===== config.mk =====
export PLATFORM = sky130hd
export DESIGN_NAME = mem_port_arbiter_flat
export DESIGN_NICKNAME = d
export VERILOG_FILES = /design/src/rtl/mem_port_arbiter_pkg.sv /design/src/rtl/mem_port_arbiter_if.sv /design/src/rtl/port_resp_reg.sv /design/src/rtl/mem_port_arbiter.sv /design/src/flat_wrapper.sv
export SDC_FILE = /design/constraint.sdc
export NUM_CORES = 1
export LEC_CHECK = 0
export ABC_CLOCK_PERIOD_IN_PS = 4059
export CAP_MARGIN = 20
export CORE_UTILIZATION = 35
export CTS_BUF_LIST = sky130_fd_sc_hd__clkbuf_4
export DETAILED_ROUTE_END_ITERATION = 6
export GPL_ROUTABILITY_DRIVEN = 0
export GPL_TIMING_DRIVEN = 1
export MAX_ROUTING_LAYER = met4
export PLACE_DENSITY = 0.83
export SLEW_MARGIN = 20
export SYNTH_ARGS = -nofsm -noshare
export SYNTH_HDL_FRONTEND = slang
export SYNTH_SLANG_ARGS = --single-unit

===== constraint.sdc =====
create_clock -name clk -period 4.06 [get_ports clk]
set_input_delay 0.812 -clock clk [delete_from_list [all_inputs] [get_ports clk]]
set_output_delay 0.812 -clock clk [all_outputs]
set_load 0.02 [all_outputs]

===== src/rtl/mem_port_arbiter_pkg.sv =====
// Shared types and helpers for the unified memory port arbiter.
package mem_port_arbiter_pkg;

    // Arbiter FSM states, 3-bit binary encoding.
    typedef enum logic [2:0] {
        IDLE   = 3'd0,
        I_WAIT = 3'd1,
        D_WAIT = 3'd2,
        I_RESP = 3'd3,
        D_RESP = 3'd4
    } arb_state_e;

    // Decide whether the data port wins the grant in IDLE.
    // prio = 0 means the data port goes first on contention.
    function automatic logic pick_data(input logic ireq, input logic dreq,
                                       input logic prio, input logic fair);
        if (!dreq) return 1'b0;
        if (!ireq) return 1'b1;
        return fair ? !prio : 1'b1;
    endfunction

endpackage


===== src/rtl/mem_port_arbiter_if.sv =====
// Single-ported memory bus driven by the arbiter (master) towards the memory (slave).
interface mem_port_arbiter_if #(
    parameter int ADDR_W = 32,
    parameter int DATA_W = 32
);
    logic              mem_en;
    logic              mem_we;
    logic [ADDR_W-1:0] mem_addr;
    logic [DATA_W-1:0] mem_wdata;
    logic [DATA_W-1:0] mem_rdata;
    logic              mem_ready;

    modport master (
        output mem_en, mem_we, mem_addr, mem_wdata,
        input  mem_rdata, mem_ready
    );

    modport slave (
        input  mem_en, mem_we, mem_addr, mem_wdata,
        output mem_rdata, mem_ready
    );
endinterface


===== src/rtl/port_resp_reg.sv =====
// Per-port response capture register: loads on enable, holds otherwise.
module port_resp_reg #(
    parameter int W = 32
) (
    input  logic         clk,
    input  logic         rst,
    input  logic         ld,
    input  logic [W-1:0] d,
    output logic [W-1:0] q
);

    // Capture the memory response when this port's access completes.
    always_ff @(posedge clk or posedge rst) begin
        if (rst) begin
            q <= '0;
        end else if (ld) begin
            q <= d;
        end
    end

endmodule


===== src/rtl/mem_port_arbiter.sv =====
// Arbitrates one single-ported memory between instruction fetch and data
// access, producing the pipeline stall signals.
module mem_port_arbiter
    import mem_port_arbiter_pkg::*;
#(
    parameter int ADDR_W = 32,
    parameter int DATA_W = 32,
    parameter int FAIR   = 1
) (
    input  logic              clk,
    input  logic              rst,
    input  logic              if_req,
    input  logic [ADDR_W-1:0] if_addr,
    input  logic              if_flush,
    output logic [DATA_W-1:0] if_rdata,
    output logic              if_stall,
    input  logic              d_read,
    input  logic              d_write,
    input  logic [ADDR_W-1:0] d_addr,
    input  logic [DATA_W-1:0] d_wdata,
    output logic [DATA_W-1:0] d_rdata,
    output logic              d_stall,
    mem_port_arbiter_if.master mem
);

    localparam logic FAIR_EN = (FAIR != 0);

    arb_state_e        state_q, state_d;
    logic              prio_q;
    logic              abort_q, abort_d;
    logic              mem_we_q;
    logic [ADDR_W-1:0] mem_addr_q;
    logic [DATA_W-1:0] mem_wdata_q;
    logic              dreq;
    logic              grant, grant_d;
    logic              ld_i, ld_d;

    assign dreq = d_read | d_write;

    // Next-state logic, grant decision, fetch abort tracking and capture enables.
    always_comb begin
        state_d = state_q;
        abort_d = 1'b0;
        grant   = 1'b0;
        grant_d = 1'b0;
        ld_i    = 1'b0;
        ld_d    = 1'b0;
        unique case (state_q)
            IDLE: begin
                if (if_req || dreq) begin
                    grant   = 1'b1;
                    grant_d = pick_data(if_req, dreq, prio_q, FAIR_EN);
                    state_d = grant_d ? D_WAIT : I_WAIT;
                    // A flush in the grant cycle kills the fetch before it starts.
                    abort_d = !grant_d && if_flush;
                end
            end
            I_WAIT: begin
                abort_d = abort_q || if_flush;
                if (mem.mem_ready) begin
                    abort_d = 1'b0;
                    // An aborted fetch still finishes on the bus but is never returned.
                    if (abort_q || if_flush) begin
                        state_d = IDLE;
                    end else begin
                        ld_i    = 1'b1;
                        state_d = I_RESP;
                    end
                end
            end
            D_WAIT: begin
                if (mem.mem_ready) begin
                    ld_d    = !mem_we_q;
                    state_d = D_RESP;
                end
            end
            I_RESP, D_RESP: state_d = IDLE;
            default:        state_d = IDLE;
        endcase
    end

    // State, priority, abort flag and the registered memory request.
    always_ff @(posedge clk or posedge rst) begin
        if (rst) begin
            state_q     <= IDLE;
            prio_q      <= 1'b0;
            abort_q     <= 1'b0;
            mem_we_q    <= 1'b0;
            mem_addr_q  <= '0;
            mem_wdata_q <= '0;
        end else begin
            state_q <= state_d;
            abort_q <= abort_d;
            if (grant) begin
                prio_q      <= grant_d;
                mem_we_q    <= grant_d & d_write;
                mem_addr_q  <= grant_d ? d_addr : if_addr;
                mem_wdata_q <= grant_d ? d_wdata : '0;
            end
        end
    end

    assign mem.mem_en    = (state_q == I_WAIT) || (state_q == D_WAIT);
    assign mem.mem_we    = mem_we_q;
    assign mem.mem_addr  = mem_addr_q;
    assign mem.mem_wdata = mem_wdata_q;

    assign if_stall = if_req & !((state_q == I_RESP) & !abort_q);
    assign d_stall  = dreq & (state_q != D_RESP);

    port_resp_reg #(.W(DATA_W)) u_i_resp (
        .clk (clk),
        .rst (rst),
        .ld  (ld_i),
        .d   (mem.mem_rdata),
        .q   (if_rdata)
    );

    port_resp_reg #(.W(DATA_W)) u_d_resp (
        .clk (clk),
        .rst (rst),
        .ld  (ld_d),
        .d   (mem.mem_rdata),
        .q   (d_rdata)
    );

endmodule


===== src/flat_wrapper.sv =====
// flat-port wrapper written by rule: the top's interface ports become plain ports
module mem_port_arbiter_flat import mem_port_arbiter_pkg::*;
#(
    parameter int ADDR_W = 32,
    parameter int DATA_W = 32,
    parameter int FAIR   = 1
)
  (clk, rst, if_req, if_addr, if_flush, if_rdata, if_stall, d_read, d_write, d_addr, d_wdata, d_rdata, d_stall, mem_mem_en, mem_mem_we, mem_mem_addr, mem_mem_wdata, mem_mem_rdata, mem_mem_ready);
  mem_port_arbiter_if #(.ADDR_W(ADDR_W), .DATA_W(DATA_W)) mem_i ();
  input  logic clk;
  input  logic rst;
  input  logic if_req;
  input  logic [ADDR_W-1:0] if_addr;
  input  logic if_flush;
  output logic [DATA_W-1:0] if_rdata;
  output logic if_stall;
  input  logic d_read;
  input  logic d_write;
  input  logic [ADDR_W-1:0] d_addr;
  input  logic [DATA_W-1:0] d_wdata;
  output logic [DATA_W-1:0] d_rdata;
  output logic d_stall;
  output wire logic [$bits(mem_i.mem_en)-1:0] mem_mem_en;
  output wire logic [$bits(mem_i.mem_we)-1:0] mem_mem_we;
  output wire logic [$bits(mem_i.mem_addr)-1:0] mem_mem_addr;
  output wire logic [$bits(mem_i.mem_wdata)-1:0] mem_mem_wdata;
  input wire logic [$bits(mem_i.mem_rdata)-1:0] mem_mem_rdata;
  input wire logic [$bits(mem_i.mem_ready)-1:0] mem_mem_ready;
  assign mem_mem_en = mem_i.mem_en;
  assign mem_mem_we = mem_i.mem_we;
  assign mem_mem_addr = mem_i.mem_addr;
  assign mem_mem_wdata = mem_i.mem_wdata;
  assign mem_i.mem_rdata = mem_mem_rdata;
  assign mem_i.mem_ready = mem_mem_ready;
  mem_port_arbiter #(.ADDR_W(ADDR_W), .DATA_W(DATA_W), .FAIR(FAIR)) u_core (.clk(clk), .rst(rst), .if_req(if_req), .if_addr(if_addr), .if_flush(if_flush), .if_rdata(if_rdata), .if_stall(if_stall), .d_read(d_read), .d_write(d_write), .d_addr(d_addr), .d_wdata(d_wdata), .d_rdata(d_rdata), .d_stall(d_stall), .mem(mem_i));
endmodule

==> flow_metrics.tcl, run 1 <==
set metrics [dict create \
    cp_slowest_stage_delay_ps 620 \
    yosysMostFrequentCell "dfrtp_1" \
    crit_arrival_ps 2240 \
    grt_overflow 0 \
    min_period_over_period_pct 75.1 \
    synth_nets 560 \
    multi_input_area_sq_um 2050 \
    fin_ws_ps 1010 \
    die_h_um 128 \
    grt_max_degree 135 \
    r2r_end "u_core.mem.mem_wdata[2]" \
    p_leak_nw 3.69 \
    cp_common_cell "clkdlybuf4s50_1" \
    fin_crit_ps 3050 \
    die_w_um 128 \
    synth-edff-count 0 \
    clockRootBuffer "clkbuf_4" \
    syn_avg_cell_area_sq_um 13.0 \
    synthFlopType "dfrtp_1" \
    status "completed" \
    fillCellCount 1224 \
    hold_class "register to register" \
    antenna_found_initial 1 \
    yosys_warnings 0 \
    cap_violations 0 \
    finalPower_mw 6.89 \
    ff_latch_area_sq_um 3350 \
    critPathMaxFanout 5 \
    area_growth_syn_to_layout_pct 56.5 \
    cts_hold_buf 0 \
    numCtsBuffers 17 \
    hold_end "u_core.u_d_resp.q[28]" \
    synthTopCellsByArea "dfrtp_1 (61%), mux2_4 (8.1%), mux2_2 (6.9%), a22o_1 (5.2%), o31ai_1 (4.2%)" \
    rows 45 \
    finalClockSkew_ps 20.7 \
    drt_iter0_drc 304 \
    drv_slew 0 \
    fin_tns_setup_ps 0 \
    r2r-start "u_core.state_q[2]" \
    grt_use_total_pct 19.8 \
    rsz0062_at_grt "false" \
    critPathSlowestCell "clkdlybuf4s50_1" \
    cts_setup_buffers 0 \
    synthArstFlopShare_pct 100 \
    layout-drive-gt1-share_pct 16.4 \
    die_area_sq_um 16300 \
    vias 4551 \
    peakVddDrop_uv 432 \
    reg2reg_slack_ps 1820 \
    worst_ep_required_time_ps 3250 \
    powerDensity_nw_per_um2 794 \
    max_freq_mhz 328 \
    htreeDepth 4 \
    post_cts_resized 0 \
    io-pin-count 267 \
    path_class "input port to output pin" \
    synth_common_cells "dfrtp_1 (134), o21ai_0 (35), a21oi_1 (34), mux2_2 (34), nor2_1 (34)" \
    place_ws_ps 1030 \
    hold_viol_final 0 \
    min-delay-start "u_core.u_d_resp.q[28]" \
    tightest_slew_ps 1080 \
    clkSinkCount 134 \
    first_global_vias 4631 \
    synthCells 425 \
    grt_first_pass_wirelength_um 24300 \
    finalSetupViolCount 0 \
    ff2ff_path_depth 4 \
    hpwl_um 10700 \
    wl_um 15200 \
    clock_latency_ps 520 \
    start_util_pct 36.2 \
    slew-limit-headroom_pct 27.8 \
    final_antenna_net_count 0 \
    synth_top_area_share_pct 60.5 \
    crit_chain "clkdlybuf4s50_1 > nor2_1 > a21oi_1 > clkdlybuf4s50_1" \
    synth-seq-cells 134 \
    crit_path_start_kind "input port" \
    critPathTopFamily "buffers and inverters" \
    clkSlewWorstSetupHoldPaths_ps 90 \
    wl_per_cell_um 16.7 \
    cts_max_path_buffers 2 \
    final-instance-count-excl-fill 906 \
    post-route-drc-count 0 \
    core_area_sq_um 15300 \
    viasPerCell 5.02 \
    cts_tree "built" \
    whs_path_depth 1 \
    worst_setup_path_end_kind "output pin" \
    post-place-cells 875 \
    final_util_pct 56.6 \
    worstPathBufferInverterCount 2 \
    drt_first_pass_iters 4 \
    yosysTopAreaCell "dfrtp_1" \
    ys_seq_area_share_pct 60.5 \
    synth.distinct_cells 31 \
    syn-cell-area_sq_um 5540 \
    nNetsFinal 818 \
    io_buffers 266 \
]
state kept, by name, summed over array words and instances, names as in the netlist:
name	cells
u_core.mem.mem_addr	32
u_core.prio_q	1
u_core.state_q	3
u_core.abort_q	1
u_core.mem.mem_wdata	32
u_core.u_i_resp.q	32
u_core.mem.mem_we	1
u_core.u_d_resp.q	32
cell usage in the layout (no fill, tap or decap), types with 2 or more instances in the layout:
master,synthesis,layout
mux2_4,30,30
mux2_2,34,34
a22o_1,33,33
or3_1,2,2
clkinv_2,0,3
nor3_2,0,2
dfrtp_1,134,134
buf_4,0,7
o22ai_1,2,2
nand2b_1,3,2
nand2_1,3,3
o21ai_0,35,35
clkdlybuf4s50_1,0,266
nor2_1,34,33
clkbuf_4,0,21
clkinvlp_4,0,4
bufinv_16,0,2
a21oi_1,34,34
o31ai_1,31,31
report_power, final:
group	internal (mW)	total, mW	leakage (nW)	switching, mW
sequential	1.97	2.35	1.66	0.387
clock	0.384	0.845	0.141	0.461
combinational	1.88	3.69	1.89	1.82
total	4.23	6.89	3.69	2.67
worst reg2reg max path, cell delays in order, from the launching register on:
cell and delay [ps]:
dfrtp_1 560, or3_1 830, nor2_2 240, buf_4 340
a22o_1 210
cells by family (layout without fill, tap and decap cells):
group           after synthesis  count (layout)  synth area share (%)
compound gates              141             141                  16.8
buf+inv                      36             305                  3.23
flops                       134             134                  60.5
mux                          65              65                  15.2
other cells                   0               1                     0
simple gates                 49              49                  4.22
per-layer routing:
metal | part of all wire, % | vias to the layer above | global-route usage (%)
met5 | 0 | - | -
met3 | 7.5 | 15 | 6.30
met4 | 1.2 | 0 | 6.09
li1 | - | 2071 | -
met1 | 42 | 2241 | 24.5
met2 | 49 | 224 | 31.0
worst max-delay path by stage:
stage	from	to	slack, ps	cells past startpoint
floorplan	rst	u_core.abort_q	1580	1
global placement	if_flush	u_core.u_i_resp.q[0]	750	4
detailed placement	d_write	d_stall	1030	4
CTS	d_write	d_stall	1010	4
global route	d_write	d_stall	940	4
finish	d_write	d_stall	1010	4
area by class of cell:
class                           count  area share, %
Sequential cell                   134           38.7
Timing Repair Buffer              274           31.5
Multi-Input combinational cell    255           23.6
Tap cell                          211           3.04
Clock buffer                       21           1.82
Clock inverter                      9           1.23
Inverter                            1         0.0865
Antenna cell                        1         0.0288
stage by stage:
stage / instance area, sq um / hold slack [ps]
global route: 8670 / 529
detailed placement: 8410 / 490
global placement: 8410 / 489
finish: 8670 / 514
CTS: 8670 / 518
floorplan: 5550 / 475
No activity file was read; power rests on OpenSTA's default activity.
==> run 2, diff against run 1 <==
--- a/config.mk
+++ b/config.mk
@@ -5,7 +5,7 @@
 export SDC_FILE = /design/constraint.sdc
 export NUM_CORES = 1
 export LEC_CHECK = 0
-export ABC_CLOCK_PERIOD_IN_PS = 4059
+export ABC_CLOCK_PERIOD_IN_PS = 2500
 export CAP_MARGIN = 20
 export CORE_UTILIZATION = 35
 export CTS_BUF_LIST = sky130_fd_sc_hd__clkbuf_4
==> constraint.sdc (replaced) <==
create_clock -name clk -period 2.5 [get_ports clk]
set_input_delay 0.5 -clock clk [delete_from_list [all_inputs] [get_ports clk]]
set_output_delay 0.5 -clock clk [all_outputs]
set_load 0.02 [all_outputs]
==> run 2 against run 1 <==
Routed wire length increased by 4.8%. Non-clock buffer count rose by 10. Clock power is 82% higher. Worst hold slack worse by 100 ps. Register-to-register slack worse by 1500 ps. Critical path depth shrank 2. Final area is 1.9% higher. Combinational power grew 66%. Sequential share of layout area decreased by 0.69 points. Clock skew increased by 4.7 ps. Global-route usage rose by 0.75 points. Largest power group unchanged.
==> flow_metrics.tcl, run 2 (synthesis gave the netlist of run 1 again) <==
set metrics [dict create \
    status "completed" \
    rows 45 \
    cts_tree "built" \
    path_class "register to output pin" \
    layout_commonest_cell "clkdlybuf4s50_1" \
    fin_crit_ps 2380 \
    drv_slew 0 \
    hold_viol_final 0 \
    antenna_found_initial 1 \
    post-place-cells 885 \
    stdcell_area_sq_um 8840 \
    start_util_pct 36.2 \
    htreeDepth 4 \
    p_leak_nw 3.77 \
    intPower_mw 7.02 \
    drt_first_pass_iters 6 \
    share_comb_of_total_power_pct 53.3 \
    die_w_um 128 \
    wl_um 15900 \
    final_antenna_net_count 0 \
    die_h_um 128 \
    worst_setup_path_end_kind "output pin" \
    seq_power_share_pct 33.3 \
    slew-limit-headroom_pct 65.6 \
    switching_share_pct 39.0 \
    critPathMaxFanout 12 \
    nNetsFinal 828 \
    grt_max_degree 72 \
    io-pin-count 267 \
    finalClockSkew_ps 25.4 \
    fillCellCount 1251 \
    post_cts_resized 2 \
    cts_max_path_buffers 2 \
    crit_path_start_kind "register" \
    cap_violations 0 \
    hold_class "input port to asynchronous set/reset pin" \
    grt_use_total_pct 20.6 \
    max_freq_mhz 420 \
    min_period_over_period_pct 95.2 \
    peakVddDrop_uv 623 \
    vias 4617 \
    clkSlewWorstSetupHoldPaths_ps 120 \
    switchingPower_mw 4.48 \
    clockRootBuffer "clkbuf_4" \
    grt_first_pass_wirelength_um 25100 \
    cts_hold_buf 0 \
    crit_arrival_ps 1880 \
    numCtsBuffers 17 \
    area_growth_syn_to_layout_pct 59.6 \
    grt_overflow 0 \
    die_area_sq_um 16300 \
    io_buffers 266 \
    clkSinkCount 134 \
    hpwl_um 11200 \
    viasPerCell 5.03 \
    post-route-drc-count 0 \
    cts_setup_buffers 0 \
    rsz0062_at_grt "false" \
    finalSetupViolCount 0 \
    final_cell_mix "clkdlybuf4s50_1 (265), dfrtp_1 (131), o21ai_0 (35)" \
    clock_latency_ps 540 \
    final-instance-count-excl-fill 918 \
    first_global_vias 4745 \
    tightest_slew_ps 509 \
    powerDensity_nw_per_um2 1300 \
    wl_per_cell_um 17.3 \
    core_area_sq_um 15300 \
    worst_ep_required_time_ps 2000 \
    drt_iter0_drc 355 \
    p_clk_share_pct 13.4 \
    dpl_cell_area_sq_um 8530 \
    layout-drive-gt1-share_pct 18.1 \
]
-- run 2: changes by cell type in the layout (fill, tap and decap cells not counted), sizes merged --
cell,change
buf,+10
bufinv,+1
clkbuf,-4
clkdlybuf4s50,-1
clkinv,+3
dlygate4sd2,+1
inv,+2
-- run 2: critical path: stages, from the launching register on --
cell             delay [ps]
dfrtp_2                 520
o31a_1                  300
clkdlybuf4s50_1         540
-- run 2: power by group through the flow --
| stage | logic, mW | registers [mW] | clock network [mW] |
|---|---|---|---|
| after detailed placement | 6.17 | 3.86 | 0 |
| after floorplan | 2.10 | 4.94 | 0 |
| final | 6.13 | 3.84 | 1.54 |
| after global placement | 5.98 | 3.81 | 0 |
| after global routing | 6.50 | 3.96 | 1.70 |
| after CTS | 6.17 | 3.84 | 1.61 |
-- run 2: routing by layer --
metal | GRT usage (%) | vias up | wire (um)
met5 | - | - | 0
met4 | 7.20 | 0 | 311
met3 | 6.68 | 28 | 1340
met2 | 32.3 | 259 | 7710
met1 | 24.9 | 2235 | 6520
li1 | - | 2095 | -
-- run 2: final timing paths --
path | from | endpoint | slack, ps | depth (start not counted)
setup / recovery | u_core.state_q[2] | if_stall | 120 | 2
hold / removal | rst | u_core.mem.mem_addr[12] | 410 | 3
setup reg to reg | u_core.abort_q | u_core.u_i_resp.q[13] | 360 | 4
hold reg to reg | u_core.mem.mem_wdata[13] | u_core.mem.mem_wdata[13] | 520 | 1
max in group asynchronous | rst | u_core.u_i_resp.q[6] | 1750 | 3
min in group clk | u_core.mem.mem_wdata[13] | u_core.mem.mem_wdata[13] | 520 | 1
-- run 2: through the flow --
stage	utilization (%)	total power [mW]	setup TNS (ps)	hold WS, ps	worst slack, ps
after floorplan	-	7.04	0	475	335
after global placement	55.7	9.79	-4310	489	-140
after detailed placement	55.7	10.0	-5130	491	-170
after CTS	57.7	11.6	0	372	14.0
after global routing	57.7	12.2	0	376	12.9
final	57.7	11.5	0	412	120
-- run 2: area by class of cell --
| type | instances | area (sq um) | area share (%) |
|---|---|---|---|
| Clock buffer | 17 | 128 | 1.44 |
| Tap cell | 211 | 264 | 2.99 |
| Clock inverter | 15 | 179 | 2.02 |
| Multi-Input combinational cell | 255 | 2050 | 23.1 |
| Sequential cell | 134 | 3360 | 38.0 |
| Timing Repair Buffer | 284 | 2860 | 32.3 |
| Antenna cell | 1 | 2.50 | 0.0283 |
| Inverter | 1 | 7.51 | 0.0849 |
==> run 3, diff against run 2 <==
--- a/config.mk
+++ b/config.mk
@@ -14,7 +14,6 @@
 export GPL_TIMING_DRIVEN = 1
 export MAX_ROUTING_LAYER = met4
 export PLACE_DENSITY = 0.83
-export SLEW_MARGIN = 20
 export SYNTH_ARGS = -nofsm -noshare
 export SYNTH_HDL_FRONTEND = slang
 export SYNTH_SLANG_ARGS = --single-unit
==> results of run 3 <==
Final layout, timing and power as in run 2 (identical DEF).
